## src/rtl/vote_session_ctrl.sv

```systemverilog
// Voting machine session controller: round-robin arbitration of debounced vote pulses,
// per-voter lockout, saturating per-candidate tallies and a result read-out mode.
module vote_session_ctrl #(
  parameter int N_CAND      = 4,
  parameter int CNT_W       = 8,
  parameter int LOCK_CYCLES = 16
) (
  input  logic                              clock,
  input  logic                              reset,
  input  logic                              mode,
  input  logic [N_CAND-1:0]                 valid_vote,
  input  logic [$clog2(N_CAND)-1:0]         sel,
  input  logic                              clear_counts,
  output logic                              vote_ack,
  output logic                              conflict,
  output logic [N_CAND-1:0]                 granted_led,
  output logic                              busy,
  output logic [CNT_W-1:0]                  result_count,
  output logic [CNT_W+$clog2(N_CAND)-1:0]   total_votes,
  output logic                              sat_flag
);

  localparam int PTR_W  = $clog2(N_CAND);
  localparam int IDX_W  = PTR_W + 1;
  localparam int LOCK_W = $clog2(LOCK_CYCLES + 1);
  localparam logic [IDX_W-1:0]  N_CAND_W  = IDX_W'(N_CAND);
  localparam logic [PTR_W-1:0]  LAST_IDX  = PTR_W'(N_CAND - 1);
  localparam logic [LOCK_W-1:0] LOCK_LOAD = LOCK_W'(LOCK_CYCLES - 1);
  localparam logic [CNT_W-1:0]  CNT_MAX   = {CNT_W{1'b1}};

  typedef enum logic [1:0] {IDLE, LOCK, RESULT} state_t;

  state_t             state;
  logic [CNT_W-1:0]   tally [N_CAND];
  logic [PTR_W-1:0]   rr_ptr;
  logic [LOCK_W-1:0]  lock_cnt;

  logic [IDX_W-1:0]   cand;
  logic [PTR_W-1:0]   grant_idx;
  logic [N_CAND-1:0]  grant_onehot;
  logic               multi_req;
  logic [PTR_W-1:0]   rr_next;
  logic [CNT_W-1:0]   sel_count;

  // Search upward from rr_ptr with wrap; the first requester found wins.
  always_comb begin
    cand         = '0;
    grant_idx    = '0;
    grant_onehot = '0;
    for (int k = N_CAND - 1; k >= 0; k--) begin
      cand = {1'b0, rr_ptr} + IDX_W'(k);
      if (cand >= N_CAND_W) cand = cand - N_CAND_W;
      if (valid_vote[cand[PTR_W-1:0]]) grant_idx = cand[PTR_W-1:0];
    end
    grant_onehot[grant_idx] = 1'b1;
  end

  always_comb begin
    multi_req = ($countones(valid_vote) > 1);
    rr_next   = (grant_idx == LAST_IDX) ? '0 : grant_idx + 1'b1;
    sel_count = '0;
    if ({1'b0, sel} < N_CAND_W) sel_count = tally[sel];
  end

  // Session FSM; every output is a register written here.
  always_ff @(posedge clock or negedge reset) begin
    if (!reset) begin
      state        <= IDLE;
      rr_ptr       <= '0;
      lock_cnt     <= '0;
      vote_ack     <= 1'b0;
      conflict     <= 1'b0;
      granted_led  <= '0;
      busy         <= 1'b0;
      result_count <= '0;
      total_votes  <= '0;
      sat_flag     <= 1'b0;
      for (int i = 0; i < N_CAND; i++) tally[i] <= '0;
    end else begin
      vote_ack <= 1'b0;
      conflict <= 1'b0;
      unique case (state)
        IDLE: begin
          if (mode) begin
            state        <= RESULT;
            result_count <= sel_count;
          end else if (|valid_vote) begin
            state       <= LOCK;
            vote_ack    <= 1'b1;
            conflict    <= multi_req;
            granted_led <= grant_onehot;
            busy        <= 1'b1;
            lock_cnt    <= LOCK_LOAD;
            rr_ptr      <= rr_next;
            // A vote on a full tally is still acknowledged but not counted.
            if (tally[grant_idx] == CNT_MAX) begin
              sat_flag <= 1'b1;
            end else begin
              tally[grant_idx] <= tally[grant_idx] + 1'b1;
              total_votes      <= total_votes + 1'b1;
              if (tally[grant_idx] == CNT_MAX - 1'b1) sat_flag <= 1'b1;
            end
          end
        end
        LOCK: begin
          if (lock_cnt == '0) begin
            state       <= IDLE;
            busy        <= 1'b0;
            granted_led <= '0;
          end else begin
            lock_cnt <= lock_cnt - 1'b1;
          end
        end
        RESULT: begin
          if (clear_counts) begin
            total_votes <= '0;
            for (int i = 0; i < N_CAND; i++) tally[i] <= '0;
          end
          if (!mode) begin
            state        <= IDLE;
            result_count <= '0;
          end else begin
            result_count <= sel_count;
          end
        end
        default: state <= IDLE;
      endcase
    end
  end

endmodule
```

## config.mk

```make
export PLATFORM = sky130hd
export DESIGN_NAME = vote_session_ctrl
export DESIGN_NICKNAME = d
export VERILOG_FILES = /design/src/rtl/vote_session_ctrl.sv
export SDC_FILE = /design/constraint.sdc
export NUM_CORES = 1
export LEC_CHECK = 0
export ABC_AREA = 1
export BUFFER_PORTS_ARGS = -buffer_cell sky130_fd_sc_hd__buf_4
export CORE_UTILIZATION = 40
export DETAILED_ROUTE_END_ITERATION = 10
export HOLD_SLACK_MARGIN = 0.08
export PLACE_DENSITY_LB_ADDON = 0.08
export SETUP_SLACK_MARGIN = 0.5
export SLEW_MARGIN = 20
export SYNTH_ARGS = -nofsm -noshare
export SYNTH_HDL_FRONTEND = slang
export SYNTH_SLANG_ARGS = --single-unit
```

## constraint.sdc

```tcl
create_clock -name clock -period 3.9 [get_ports clock]
set_input_delay 0.78 -clock clock [delete_from_list [all_inputs] [get_ports clock]]
set_output_delay 0.78 -clock clock [all_outputs]
set_load 0.05 [all_outputs]
```

Word-level counts from Yosys, hierarchy flattened
Cells that the tools add are included.
{"block": "totals", "reg_bits": 67, "word_cells": 140, "input_bits": 10, "out_inout_bits": 26}
{"block": "op_classes", "magnitude_cmp": 14, "n_addsub": 14, "muxes": 66, "bitwise_logic": 3, "eq_ne": 14, "n_reduce_logical": 15}
{"cell": "32-bit 2-to-1 mux", "n": 4}
{"cell": "32-bit one-hot mux with 2 select lines", "n": 1}
{"cell": "8-bit 2-to-1 mux", "n": 7}
{"cell": "10-bit 2-to-1 mux", "n": 4}
{"cell": "8-bit binary-select mux with 2-bit select", "n": 2}
{"cell": "32-bit bitwise mux", "n": 1}
{"cell": "2-bit 2-to-1 mux", "n": 13}
{"cell": "10-bit one-hot mux with 2 select lines", "n": 1}
{"cell": "8-bit demux with 2-bit select", "n": 1}
{"cell": "8-bit equality test, second input constant", "n": 2}
{"cell": "1-bit 2-to-1 mux", "n": 16}
{"cell": "2-bit inequality test, second input constant", "n": 8}
{"cell": "8-bit one-hot mux with 2 select lines", "n": 1}
{"cell": "3-bit greater-or-equal comparator, second input constant", "n": 5}
{"cell": "2-bit by 3-bit less-than comparator with 1-bit output, second input constant", "n": 5}
{"cell": "5-bit 2-to-1 mux", "n": 3}
{"cell": "4-bit 2-to-1 mux", "n": 3}
{"cell": "4-bit AND reduction", "n": 3}
{"cell": "10-bit by 1-bit adder with 10-bit output, second input constant", "n": 1}
{"cell": "5-bit one-hot mux with 2 select lines", "n": 1}
{"cell": "8-bit by 1-bit adder with 8-bit output, second input constant", "n": 1}
{"cell": "1-bit binary-select mux with 2-bit select", "n": 4}
{"cell": "4-bit one-hot mux with 2 select lines", "n": 1}
{"cell": "2-bit by 1-bit subtractor with 2-bit output, second input constant", "n": 4}
{"cell": "other kinds (26)", "n": 34}

Longest topological paths before layout
Gate-level depths: netlist (run 1).
{"block": "depth", "ltp_word": 19, "mapped_depth": 23, "mapped_depth_nobuf": 20}

Worst setup path before layout (run 1)
OpenSTA, ideal clock, no wires.
{"block": "synth_path", "path_type": "input-to-reg", "from": "in valid_vote[1]", "to": "reg total_votes[2]", "arrival_time_ns": 2.873, "path_buffers": 2, "required_ns": 3.824, "path_stages": 20, "setup_time_ns": 0.076, "setup_slack_ns": 0.951, "cell_sequence": "inv_1 nand2_1 nand3_1 nand2_1 nand3_2 nand2_1 nand2_2 nand2_2 buf_4 o211ai_1 nand2_1 inv_1 ha_1 nand3_2 nor2_4 nand2_4 nand2_2 buf_6 nand2_1 o21ai_1"}
{"block": "synth_via", "elab_chain_len": 13, "word_cells_on_any_way": 21, "classes_between": "eq/ne (3); mux (15); bitwise (1); reduce/logical (2)"}
{"element": "from (decl)", "line_no": "11", "source": "input logic [N_CAND-1:0] valid_vote,"}
{"element": "1-bit binary-select mux with 2-bit select", "line_no": "53", "source": "if (valid_vote[cand[PTR_W-1:0]]) grant_idx = cand[PTR_W-1:0];"}
{"element": "1-bit 2-to-1 mux (not written as such)", "line_no": "53"}
{"element": "2-bit 2-to-1 mux (4 in series)", "line_no": "53"}
{"element": "2-bit NOT with 3-bit output (not written as such)", "line_no": "96", "source": "if (tally[grant_idx] == CNT_MAX) begin"}
{"element": "8-bit binary-select mux with 2-bit select", "line_no": "96"}
{"element": "8-bit 2-to-1 mux (not written as such) (2 in series)", "line_no": "96"}
{"element": "8-bit equality test", "line_no": "96"}
{"element": "2-bit inequality test (no source line)"}
{"element": "5-bit AND reduction (no source line) *"}
{"element": "to (signal assigned)", "line_no": "100", "source": "total_votes <= total_votes + 1'b1;"}
{"element": "to (decl)", "line_no": "19", "source": "output logic [CNT_W+$clog2(N_CAND)-1:0] total_votes,"}
Every way passes the cells marked *; elsewhere a longest branch is shown, timed or not. The select of a mux whose other input is x is not followed.
A chain may end at the register's enable or synchronous reset.

Final worst setup path (run 1)
{"block": "layout_path", "from": "in valid_vote[3]", "to": "reg tally[25] (netlist name)"}
{"block": "layout_via", "elab_chain_len": 16, "word_cells_on_any_way": 32, "classes_between": "add/sub (1); order compare (2); eq/ne (3); mux (22); bitwise (1); reduce/logical (3)"}
{"element": "1-bit binary-select mux with 2-bit select", "line_no": "53"}
{"element": "1-bit 2-to-1 mux (not written as such)", "line_no": "53"}
{"element": "2-bit 2-to-1 mux (4 in series)", "line_no": "53"}
{"element": "2-bit NOT with 3-bit output (not written as such)", "line_no": "96, 99"}
{"element": "8-bit binary-select mux with 2-bit select (tied with other cells)", "line_no": "96, 99"}
{"element": "8-bit 2-to-1 mux (not written as such) / 1-bit logical AND (equally long branches)", "line_no": "96, 99"}
{"element": "8-bit 2-to-1 mux (on tied branches)", "line_no": "96, 99"}
{"element": "8-bit by 1-bit adder with 8-bit output / 8-bit demux with 2-bit select (equally long branches)", "line_no": "99", "source": "tally[grant_idx] <= tally[grant_idx] + 1'b1;"}
{"element": "32-bit bitwise mux", "line_no": "99"}
{"element": "32-bit 2-to-1 mux", "line_no": "96"}
{"element": "32-bit 2-to-1 mux", "line_no": "87", "source": "end else if (|valid_vote) begin"}
{"element": "32-bit 2-to-1 mux", "line_no": "84", "source": "if (mode) begin"}
{"element": "32-bit one-hot mux with 2 select lines", "line_no": "82", "source": "unique case (state)"}
{"element": "to (signal, indexed assignment)", "line_no": "99"}
{"element": "to (decl)", "line_no": "34", "source": "logic [CNT_W-1:0] tally [N_CAND];"}
Several ways; a longest one is shown, not always the timed one. The select of a mux whose other input is x is not followed.

==> reports/metrics.cfg, run 1 <==
[cells_and_area]
antenna-diode-count = 0
layout.cell_area.non_filler_sq_um = 4590
num-fill-cells = 987
layout-drive-gt1-share_pct = 15.0
fin_nets = 602
syn2layout_area_growth_pct = 14.0

[detailed_routing]
first_pass_iters = 5
route.detailed.drc = 0
post_drt_wl_per_cell_um = 15.4
num_vias = 3650
final_antenna_violating_net_count = 0
routed_via_density = 5.08
iter_0_drt_violations = 245
postRouteWirelength_um = 11100

[power]
power_per_cell_area_nw_per_um2 = 1010
power_frac_comb_pct = 62.2
ir_drop_uv = 417
switching_power_summed_over_all_nets_mw = 2.51
sequentialPowerShare_pct = 26.0
sw_share_pct = 54.2
internal_cell_power_mw = 2.12
leakage_power_nw = 2.33
share_clk_of_total_power_pct = 11.8

[run_status]
outcome = finished, final reports clean

[cts]
cts.repair_timing.setup_buffer_count = 0
cts_tree = built
clock-sinks = 67
cts_inserted_buffers = 9
clkTransAtPathRegs_ns = 0.07
clock_latency_ns = 0.36
deepest_level_of_the_cts_h_tree = 3
bufs_on_longest_clock_path = 2
cts_root_buffer = sky130_fd_sc_hd__clkbuf_8

[global_route]
grt.overflow.total = 0
number_of_antenna_violations_at_the_first_check_in_global_routing = 0
largest_net_degree_at_the_start_of_global_routing = 68
globalRouteTotalUtil_pct = 23.0
via_count_of_the_first_global_routing_pass = 3462
grt_pass1_wl_um = 17800

[worst_setup_path]
critPathLaunchType = input pin
worst_ep_arrival_ns = 3.36
ff2ff_path_depth = 19
worst-endpoint-required_ns = 4.11
worstSetupEndpointType = flip-flop
critPathKind = in2reg
worst-path-max-fanout = 13
slack_of_the_worst_reg_to_reg_path_ns = 0.83

[logic_synthesis]
ys_top_cells_by_count = 171 x sky130_fd_sc_hd__nand2_1, 67 x sky130_fd_sc_hd__dfrtp_1, 54 x sky130_fd_sc_hd__nand3_1, 51 x sky130_fd_sc_hd__inv_1, 44 x sky130_fd_sc_hd__o21ai_0
yosysTopAreaCellShare_pct = 41.6
synth_area_per_cell_sq_um = 7.42
ys_warn_count = 0
synthMostInstantiatedCell = sky130_fd_sc_hd__nand2_1
netlist_area_sq_um = 4030
synth_seq_cells = 67
syn_nets = 564
netlist_instances = 543
async_flop_share_pct = 100
synthDominantAreaCellType = sky130_fd_sc_hd__dfrtp_1
seq_area_frac_synth_pct = 41.6
ys.flop_type = sky130_fd_sc_hd__dfrtp_1
synth.area.top_cells = sky130_fd_sc_hd__dfrtp_1 42%, sky130_fd_sc_hd__nand2_1 16%, sky130_fd_sc_hd__nand3_1 6.7%, sky130_fd_sc_hd__o21ai_0 5.5%, sky130_fd_sc_hd__inv_1 4.8%
synth-edff-count = 0
synth.distinct_cells = 33

[sta]
finalHoldViolCount = 0
max-slew-margin-rel_pct = 41.3
setup_viol = 0
period_needed_ns = 3.15
totalNegativeSetupSlack_ns = 0
worst_pin_slew_ns = 0.881
max_freq_ghz = 0.318
ratio_of_final_minimum_period_to_clock_period_pct = 80.7
clock-skew-final_ns = 0.00936
number_of_max_slew_violations_in_the_final_report = 0
grt_setup_unrepaired = false

[placed_design]
port-buffer-count = 35
dpl-instance-area_sq_um = 4410
gpl.final_weighted_congestion = 0.927
dpl.hpwl_um = 7770

[die]
num_io_pins = 36
die_width_um = 102
die_h_um = 102
count_of_standard_cell_rows = 36
core_area_sq_um = 9770
fp.dieArea_sq_um = 10500
initial_core_util_pct = 41.2

[job]
maxCapViolCount = 0

[min_path]
hold_path_class = reg2reg
hold_depth = 2

## path summary, 6_finish.rpt
path / start / to
hold reg to reg: tally[8] / tally[8]
setup reg to reg: rr_ptr[0] / tally[25]
setup / recovery: valid_vote[3] / tally[25]
min in group asynchronous: reset / conflict
max in group asynchronous: reset / rr_ptr[0]
hold / removal: tally[8] / tally[8]
## state kept, by name (all words and copies together), names as in the netlist
name / flops
vote_ack: 1
busy: 1
sat_flag: 1
state: 2
result_count: 8
granted_led: 4
tally: 32
conflict: 1
rr_ptr: 2
lock_cnt: 5
total_votes: 10
## final cells by class
| class | count | area, sq um | share of cell area [%] |
|---|---|---|---|
| multi-input cells | 400 | 2020 | 44.1 |
| repair buffers | 42 | 315 | 6.87 |
| well taps | 133 | 166 | 3.62 |
| clock buffers | 13 | 169 | 3.68 |
| flip-flops and latches | 67 | 1680 | 36.5 |
| clock inverters | 2 | 10.0 | 0.218 |
| inverters | 61 | 229 | 4.99 |
## critical path, stage by stage
cell	delay (ns)
sky130_fd_sc_hd__buf_4	0.12
sky130_fd_sc_hd__inv_1	0.10
sky130_fd_sc_hd__nand2_1	0.10
sky130_fd_sc_hd__nand3_1	0.11
sky130_fd_sc_hd__nand2_1	0.07
sky130_fd_sc_hd__inv_2	0.06
sky130_fd_sc_hd__nand2_1	0.06
sky130_fd_sc_hd__nand2_2	0.07
sky130_fd_sc_hd__nand2_2	0.18
sky130_fd_sc_hd__inv_2	0.15
sky130_fd_sc_hd__nand2_1	0.06
sky130_fd_sc_hd__nand3_1	0.07
sky130_fd_sc_hd__nand2_1	0.10
sky130_fd_sc_hd__inv_1	0.17
sky130_fd_sc_hd__ha_1	0.31
sky130_fd_sc_hd__nand3_2	0.15
sky130_fd_sc_hd__nor2_4	0.13
sky130_fd_sc_hd__nand2_4	0.10
sky130_fd_sc_hd__nand3_1	0.32
sky130_fd_sc_hd__o21ai_0	0.16
## power by group through the flow
stage / clock (mW) / sequential (mW) / combinational [mW]
5_1_grt: 0.591 / 1.24 / 3.22
3_3_place_gp: 0 / 1.21 / 2.86
4_1_cts: 0.564 / 1.19 / 2.89
3_5_place_dp: 0 / 1.20 / 2.87
2_1_floorplan: 0 / 1.46 / 1.82
6_report: 0.547 / 1.20 / 2.88
## stage by stage
| step | hold WS [ns] | std cells | worst slack [ns] | total power, mW | utilization [%] |
|---|---|---|---|---|---|
| after floorplan | 0.449 | 543 | 0.951 | 3.29 | - |
| after global placement | 0.468 | 703 | 0.530 | 4.06 | 45.1 |
| after detailed placement | 0.478 | 703 | 0.455 | 4.08 | 45.1 |
| after CTS | 0.496 | 718 | 0.811 | 4.65 | 47.0 |
| after global routing | 0.542 | 718 | 0.553 | 5.05 | 47.0 |
| final | 0.495 | 718 | 0.754 | 4.63 | 47.0 |
## layout by cell type (no fill, tap or decap), drive strengths merged
cell	n
a22oi	1
xor2	8
a32o	6
buf	42
clkbuf	13
ha	10
nand2	177
nand3b	5
o211ai	2
o21ai	49
nand4	3
o22ai	5
xnor2	1
nor2	39
nor3b	1
a211oi	1
fa	1
clkinv	4
a21oi	25
inv	59
o21bai	1
nor3	4
nand3	61
dfrtp	67
## routing by layer
| metal | track usage, % | wire length (um) | up-vias | part of all wire, % |
|---|---|---|---|---|
| li1 | - | - | 1845 | - |
| met1 | 31.2 | 5330 | 1695 | 48 |
| met2 | 35.6 | 4970 | 97 | 45 |
| met3 | 4.10 | 551 | 13 | 5.0 |
| met4 | 11.3 | 217 | 0 | 2.0 |
| met5 | 0 | 0 | - | 0 |
## kinds of logic after synthesis
family                   Yosys count  share of synthesized area, %
buffers and inverters             76                          8.11
XOR/XNOR                           9                          1.96
AND/OR/NAND/NOR                  290                          32.3
flip-flops                        67                          41.6
adder cells (fa/ha/maj)           11                          3.60
AO/OA/AOI/OAI                     90                          12.4
## what timing repair did
| action | in CTS | in global routing |
|---|---|---|
| setup endpoints to repair | 0 | 2 |
| hold buffers | 0 | 0 |
| resized for setup | 0 | 1 |
(Power assumes the default switching activity.)
==> inputs of run 2 (changes only) <==
--- a/config.mk
+++ b/config.mk
@@ -5,7 +5,7 @@
 export SDC_FILE = /design/constraint.sdc
 export NUM_CORES = 1
 export LEC_CHECK = 0
-export ABC_AREA = 1
+export ABC_AREA = 0
 export BUFFER_PORTS_ARGS = -buffer_cell sky130_fd_sc_hd__buf_4
 export CORE_UTILIZATION = 40
 export DETAILED_ROUTE_END_ITERATION = 10
==> constraint.sdc (replaced) <==
create_clock -name clock -period 2.9 [get_ports clock]
set_input_delay 0.58 -clock clock [delete_from_list [all_inputs] [get_ports clock]]
set_output_delay 0.58 -clock clock [all_outputs]
set_load 0.05 [all_outputs]
==> run 2 against run 1 <==
Non-clock buffer count increased by 39. Cell area increased by 2.4%. Utilization increased by 6.7 points. Worst hold slack got worse by 0.15 ns. Cell count decreased by 31%.
==> reports/metrics.cfg, run 2 <==
[run_status]
outcome = finished, final reports clean

[global_route]
grt_pass1_wl_um = 15100  ; -15%
number_of_antenna_violations_at_the_first_check_in_global_routing = 0  ; unchanged
via_count_of_the_first_global_routing_pass = 2799  ; -19%
globalRouteTotalUtil_pct = 20.7  ; -2.4 points
largest_net_degree_at_the_start_of_global_routing = 68  ; unchanged
grt.overflow.total = 0  ; unchanged

[detailed_routing]
first_pass_iters = 4  ; -1
iter_0_drt_violations = 121  ; -51%
num_vias = 2784  ; -24%
post_drt_wl_per_cell_um = 18.7  ; +21%
postRouteWirelength_um = 9330  ; -16%
route.detailed.drc = 0  ; unchanged
final_antenna_violating_net_count = 0  ; unchanged
routed_via_density = 5.58  ; +9.7%

[cells_and_area]
combined_area_of_the_multi_input_logic_cells_sq_um = 1960  ; -3.2%
mostFrequentLayoutCell = sky130_fd_sc_hd__buf_4
syn2layout_area_growth_pct = 29.0
largest_register_ff_count = 32  ; unchanged
seq_area_sq_um = 1680  ; about the same
fin_nets = 407  ; -32%
layout-drive-gt1-share_pct = 37.3  ; +22 points
final_cell_mix = 71 x sky130_fd_sc_hd__buf_4, 67 x sky130_fd_sc_hd__dfrtp_1, 40 x sky130_fd_sc_hd__a22o_1
num-fill-cells = 796  ; -19%
largest-register = tally
antenna-diode-count = 0  ; unchanged
top_flop_regs = tally (32), total_votes (10), result_count (8)
stdcell_count = 499  ; -31%

[cts]
deepest_level_of_the_cts_h_tree = 3  ; unchanged
bufs_on_longest_clock_path = 2  ; unchanged
cts_inserted_buffers = 9  ; unchanged
cts_root_buffer = sky130_fd_sc_hd__clkbuf_8
cts_tree = built
clock-sinks = 67  ; unchanged
clkTransAtPathRegs_ns = 0.07  ; about the same
clock_latency_ns = 0.34  ; -0.02 ns

[worst_setup_path]
timing.critical_path.cells = and2_4, o211a_4, nor2_8, mux2i_1, mux2_4, inv_4, ha_4, nand3_4, nor3_4, a21o_1, buf_6, or4_1, nand2_1
delay_contributed_by_the_slowest_stage_of_the_critical_path_ns = 0.50  ; +0.18 ns
worst_ep_arrival_ns = 3.02  ; -0.34 ns
worst-endpoint-required_ns = 3.18  ; -0.93 ns
worst-path-max-fanout = 11  ; -2
critPathKind = reg2reg
worstSetupEndpointType = flip-flop
slowest_stage = sky130_fd_sc_hd__or4_1
cpLargestDelayFamily = simple AND/OR/NAND/NOR gates
critPathLaunchType = flip-flop
worst-path-buf-inv = 2  ; -3

[power]
power_frac_comb_pct = 48.6  ; -14 points
internal_cell_power_mw = 2.41  ; +14%
leakage_power_nw = 2.19  ; -6.1%
ir_drop_uv = 572  ; +37%
sequentialPowerShare_pct = 32.7  ; +6.7 points
share_clk_of_total_power_pct = 18.8  ; +7.0 points
switching_power_summed_over_all_nets_mw = 1.72  ; -31%
power_per_cell_area_nw_per_um2 = 879  ; -13%
sw_share_pct = 41.7  ; -12 points

[logic_synthesis]
main_combinational_cell_family_by_area_after_synthesis = compound AO/OA/AOI/OAI gates
synthMostInstantiatedCell = sky130_fd_sc_hd__dfrtp_1
synth_area_in_compound_gates_pct = 20.4  ; +8.0 points
synth-edff-count = 0  ; unchanged
synth.distinct_cells = 56  ; +70%
yosysTopAreaCellShare_pct = 46.0  ; +4.4 points
netlist_instances = 308  ; -43%
synth_fa_ha_area_share_pct = 3.98  ; +0.38 points
syn_nets = 329  ; -42%
ys_warn_count = 0  ; unchanged
yosys.area_share.simple_pct = 13.4  ; -19 points
synth_xor_area_share_pct = 1.44  ; -0.52 points
synthDominantAreaCellType = sky130_fd_sc_hd__dfrtp_1
synth_seq_cells = 67  ; unchanged
ys.flop_type = sky130_fd_sc_hd__dfrtp_1
async_flop_share_pct = 100  ; unchanged
synth_mux_area_share_pct = 11.3  ; +11 points
synth_area_per_cell_sq_um = 11.8  ; +60%
netlist_area_sq_um = 3640  ; -9.5%
seq_area_frac_synth_pct = 46.0  ; +4.4 points
ys_top_cells_by_count = 67 x sky130_fd_sc_hd__dfrtp_1, 40 x sky130_fd_sc_hd__a22o_1, 20 x sky130_fd_sc_hd__nand2_1, 14 x sky130_fd_sc_hd__mux2i_1, 13 x sky130_fd_sc_hd__nor2_1
synth.area.top_cells = sky130_fd_sc_hd__dfrtp_1 46%, sky130_fd_sc_hd__a22o_1 9.6%, sky130_fd_sc_hd__mux4_2 4.9%, sky130_fd_sc_hd__mux2i_1 3.8%, sky130_fd_sc_hd__ha_1 3.4%

[sta]
finalHoldViolCount = 0  ; unchanged
number_of_max_slew_violations_in_the_final_report = 0  ; unchanged
max-slew-margin-rel_pct = 42.9  ; +1.6 points
max_freq_ghz = 0.364
worst_pin_slew_ns = 0.856  ; -0.0246 ns
finalHoldWorstSlack_ns = 0.349  ; -0.146 ns
setup_viol = 0  ; unchanged
period_needed_ns = 2.75
totalNegativeSetupSlack_ns = 0  ; unchanged
grt_setup_unrepaired = true
ratio_of_final_minimum_period_to_clock_period_pct = 94.7
clock-skew-final_ns = 0.00799  ; -0.00138 ns

[die]
die_width_um = 97.4  ; -4.8%
die_h_um = 97.4  ; -4.8%
initial_core_util_pct = 41.6  ; +0.38 points
num_io_pins = 36  ; unchanged
core_area_sq_um = 8760  ; -10%
fp.dieArea_sq_um = 9490  ; -9.3%
count_of_standard_cell_rows = 34  ; -5.6%

[placed_design]
placedCellCount = 472  ; -33%
gpl.final_weighted_congestion = 0.827  ; -11%
port-buffer-count = 35  ; unchanged
dpl.hpwl_um = 6250  ; -20%

[job]
maxCapViolCount = 0  ; unchanged

[min_path]
hold_path_class = in2async

run 2: final timing paths:
kind / depth (start not counted) / from / endpoint / slack [ns]
min: 1 / reset / result_count[2] / 0.35
max in group asynchronous: 1 / reset / tally[4] / 1.99
min reg2reg: 1 / sat_flag / sat_flag / 0.48
min in group clock: 1 / sat_flag / sat_flag / 0.48
max: 13 / rr_ptr[1] / total_votes[6] / 0.15
max reg2reg: 13 / rr_ptr[1] / total_votes[6] / 0.15
run 2: per-stage QoR:
stage / cell area [sq um] / utilization, % / power [mW] / worst slack (ns)
floorplan: 3690 / - / 2.55 / -0.0857
global route: 4700 / 53.6 / 4.36 / 0.000546
global placement: 4280 / 48.9 / 3.18 / -0.163
detailed placement: 4280 / 48.9 / 3.19 / -0.195
CTS: 4650 / 53.1 / 4.13 / 0.133
finish: 4700 / 53.6 / 4.13 / 0.154
run 2: worst reg2reg max path: cells and delay by family, from the launching register on:
family,cells,cell delay (ns)
buf+inv,2,0.19
fa+ha+maj,1,0.16
mux,2,0.43
flops,1,0.41
compound gates,2,0.45
simple gates,6,1.06
run 2: area by class of cell:
type	instances	share of cell area, %
multi-input cells	214	41.7
clock buffers	12	3.09
inverters	13	1.14
clock inverters	4	1.06
repair buffers	81	14.5
well taps	108	2.88
flip-flops and latches	67	35.7
run 2: power groups by stage:
stage / sequential (mW) / combinational [mW] / clock (mW)
2_1_floorplan: 1.59 / 0.963 / 0
3_3_place_gp: 1.36 / 1.82 / 0
3_5_place_dp: 1.36 / 1.84 / 0
4_1_cts: 1.34 / 1.99 / 0.797
5_1_grt: 1.38 / 2.15 / 0.831
6_report: 1.35 / 2.01 / 0.776
run 2: cell families after synthesis:
kind of cell | after synthesis
AOI/OAI and AO/OA | 84
xor gates and xnor gates | 6
adders and majority gates | 11
buffers and inverters | 27
DFF | 67
muxes | 29
and+or+nand+nor | 84
run 2: what timing repair did:
action	4_1_cts	5_1_grt
buffers inserted	9	1
endpoints found under the setup margin	43	43
cloned	1	0
resized for setup	16	10
endpoints found under the hold margin	0	0
pin swaps	8	10
hold buffers	0	0
run 2: routing by layer:
metal / track usage, % / routed length [um] / share of wire, % / up-vias
met3: 3.88 / 470 / 5.0 / 13
met2: 32.2 / 4310 / 46 / 74
met1: 29.1 / 4390 / 47 / 1380
li1: - / - / - / 1317
met5: 0 / 0 / 0 / -
met4: 6.56 / 157 / 1.7 / 0
==> inputs of run 3 (changes only) <==
==> constraint.sdc (replaced) <==
create_clock -name clock -period 2.3 [get_ports clock]
set_input_delay 0.23 -clock clock [delete_from_list [all_inputs] [get_ports clock]]
set_output_delay 0.23 -clock clock [all_outputs]
set_load 0.05 [all_outputs]
==> run 3 against run 2 <==
The run now ends with negative setup slack left. Setup slack got worse by 0.70 ns. Wire length increased by 7.5%. Sequential share of layout area decreased by 3.4 points.
==> reports/metrics.cfg, run 3 (synthesized netlist as in run 2, its figures left out) <==
[run_status]
outcome = complete, but fails checks
failed_checks = negative setup slack

[cts]
clkTransAtPathRegs_ns = 0.07  ; about the same
deepest_level_of_the_cts_h_tree = 3  ; unchanged
clock-sinks = 67  ; unchanged
cts_tree = built
bufs_on_longest_clock_path = 2  ; unchanged
cts_inserted_buffers = 9  ; unchanged
clock_latency_ns = 0.35  ; about the same
cts_root_buffer = sky130_fd_sc_hd__clkbuf_8

[sta]
period_needed_ns = 2.84  ; +0.0978 ns
finalHoldViolCount = 0  ; unchanged
finalWorstSetupSlack_ns = -0.544  ; -0.698 ns
grt_setup_unrepaired = true
max-slew-margin-rel_pct = 42.4  ; -0.53 points
totalNegativeSetupSlack_ns = -20.27  ; -20.27 ns
setup_viol = 43  ; +43
number_of_max_slew_violations_in_the_final_report = 0  ; unchanged
ratio_of_final_minimum_period_to_clock_period_pct = 124  ; +29 points
max_freq_ghz = 0.352  ; -3.4%
worst_pin_slew_ns = 0.864  ; +0.00798 ns
finalHoldWorstSlack_ns = 0.261  ; -0.0877 ns
clock-skew-final_ns = 0.00638  ; -0.00161 ns

[power]
power_per_cell_area_nw_per_um2 = 1160  ; +32%
leakage_power_nw = 2.41  ; +10%
ir_drop_uv = 630  ; +10%

[cells_and_area]
fin_util_pct = 59.2  ; +5.6 points
top_flop_regs = tally (32), total_votes (10), result_count (8)
syn2layout_area_growth_pct = 42.4
fin_nets = 434  ; +6.6%
mostFrequentLayoutCell = sky130_fd_sc_hd__buf_4
seq_area_sq_um = 1680  ; unchanged
combined_area_of_the_multi_input_logic_cells_sq_um = 2060  ; +5.4%
antenna-diode-count = 0  ; unchanged
largest-register = tally
layout-drive-gt1-share_pct = 43.8  ; +6.4 points
final_cell_mix = 82 x sky130_fd_sc_hd__buf_4, 67 x sky130_fd_sc_hd__dfrtp_1, 40 x sky130_fd_sc_hd__a22o_1
num-fill-cells = 722  ; -9.3%
largest_register_ff_count = 32  ; unchanged

[detailed_routing]
post_drt_wl_per_cell_um = 19.1  ; +2.0%
first_pass_iters = 4  ; unchanged
postRouteWirelength_um = 10000  ; +7.5%
route.detailed.drc = 0  ; unchanged
num_vias = 2943  ; +5.7%
routed_via_density = 5.60  ; +0.28%
final_antenna_violating_net_count = 0  ; unchanged
iter_0_drt_violations = 112  ; -7.4%

[global_route]
grt.overflow.total = 0  ; unchanged
grt_pass1_wl_um = 16100  ; +6.6%
globalRouteTotalUtil_pct = 22.2  ; +1.6 points
largest_net_degree_at_the_start_of_global_routing = 68  ; unchanged
via_count_of_the_first_global_routing_pass = 3074  ; +9.8%
number_of_antenna_violations_at_the_first_check_in_global_routing = 0  ; unchanged

[worst_setup_path]
delay_contributed_by_the_slowest_stage_of_the_critical_path_ns = 0.41  ; -0.09 ns
worst_ep_arrival_ns = 3.14  ; +0.12 ns
critPathKind = reg2reg
worst-path-max-fanout = 7  ; -4
timing.critical_path.cells = buf_6, o211a_4, nor3_4, buf_6, inv_4, mux2i_2, mux2_4, inv_4, ha_4, nand3_4, nor3_4, a21o_1, buf_12, buf_8, or4_4, nand2_2
critPathLaunchType = flip-flop
worstSetupEndpointType = flip-flop
worst-endpoint-required_ns = 2.59  ; -0.59 ns
slowest_stage = sky130_fd_sc_hd__or4_4

[die]
initial_core_util_pct = 41.6  ; unchanged
num_io_pins = 36  ; unchanged
count_of_standard_cell_rows = 34  ; unchanged
die_h_um = 97.4  ; unchanged
die_width_um = 97.4  ; unchanged
fp.dieArea_sq_um = 9490  ; unchanged
core_area_sq_um = 8760  ; unchanged

[placed_design]
port-buffer-count = 35  ; unchanged
preCtsSetupSlack_ns = -0.544  ; -0.350 ns
gpl.final_weighted_congestion = 0.777  ; -6.1%
dpl.hpwl_um = 6360  ; +1.8%

[job]
maxCapViolCount = 0  ; unchanged

[min_path]
hold_path_class = in2reg

-- run 3: report_power, final --
group / internal [mW] / switching, mW
Combinational: 1.59 / 1.66
Clock: 0.608 / 0.466
Sequential: 1.44 / 0.241
-- run 3: timing repair --
| item | in CTS | in global routing |
|---|---|---|
| endpoints found under the hold margin | 67 | 0 |
| buffers inserted | 17 | 5 |
| hold buffers | 1 | 0 |
| endpoints found under the setup margin | 48 | 49 |
| pin swaps | 26 | 15 |
| cloned | 4 | 0 |
| gates resized for setup | 43 | 18 |
-- run 3: critical path: cells and delay by family (launching register included) --
kind	cells	cell delay, ns
multiplexers	2	0.35
AO/OA/AOI/OAI	2	0.44
buffers and inverters	6	0.64
AND/OR/NAND/NOR	5	0.80
flip-flops	1	0.39
adder cells (fa/ha/maj)	1	0.15
-- run 3: per-layer routing --
metal	GRT usage [%]	share of wire, %
met1	30.8	46
met5	0	0
met4	9.62	2.9
met2	33.9	46
met3	4.17	5.1
-- run 3: worst paths after layout --
check	start	end	slack, ns	cells past startpoint
hold / removal	valid_vote[2]	conflict	0.26	4
hold reg to reg	sat_flag	sat_flag	0.49	1
max in group asynchronous	reset	tally[0]	1.21	2
setup / recovery	rr_ptr[1]	total_votes[3]	-0.54	16
setup reg to reg	rr_ptr[1]	total_votes[3]	-0.54	16
min in group asynchronous	reset	state[1]	0.53	2
-- run 3: area by class of cell --
class / count / area share [%]
Multi-Input combinational cell: 214 / 39.8
Sequential cell: 67 / 32.3
Timing Repair Buffer: 108 / 20.2
Tap cell: 108 / 2.60
Clock buffer: 11 / 2.53
Clock inverter: 5 / 1.50
Inverter: 13 / 1.09
-- run 3: per-stage QoR --
stage                     cell area (sq um)  cells  power [mW]
after floorplan                        3710    308        3.25
after global placement                 4380    483        4.13
after detailed placement               4380    483        4.15
after CTS                              5060    521        5.86
after global routing                   5190    526        6.30
final                                  5190    526        6.01
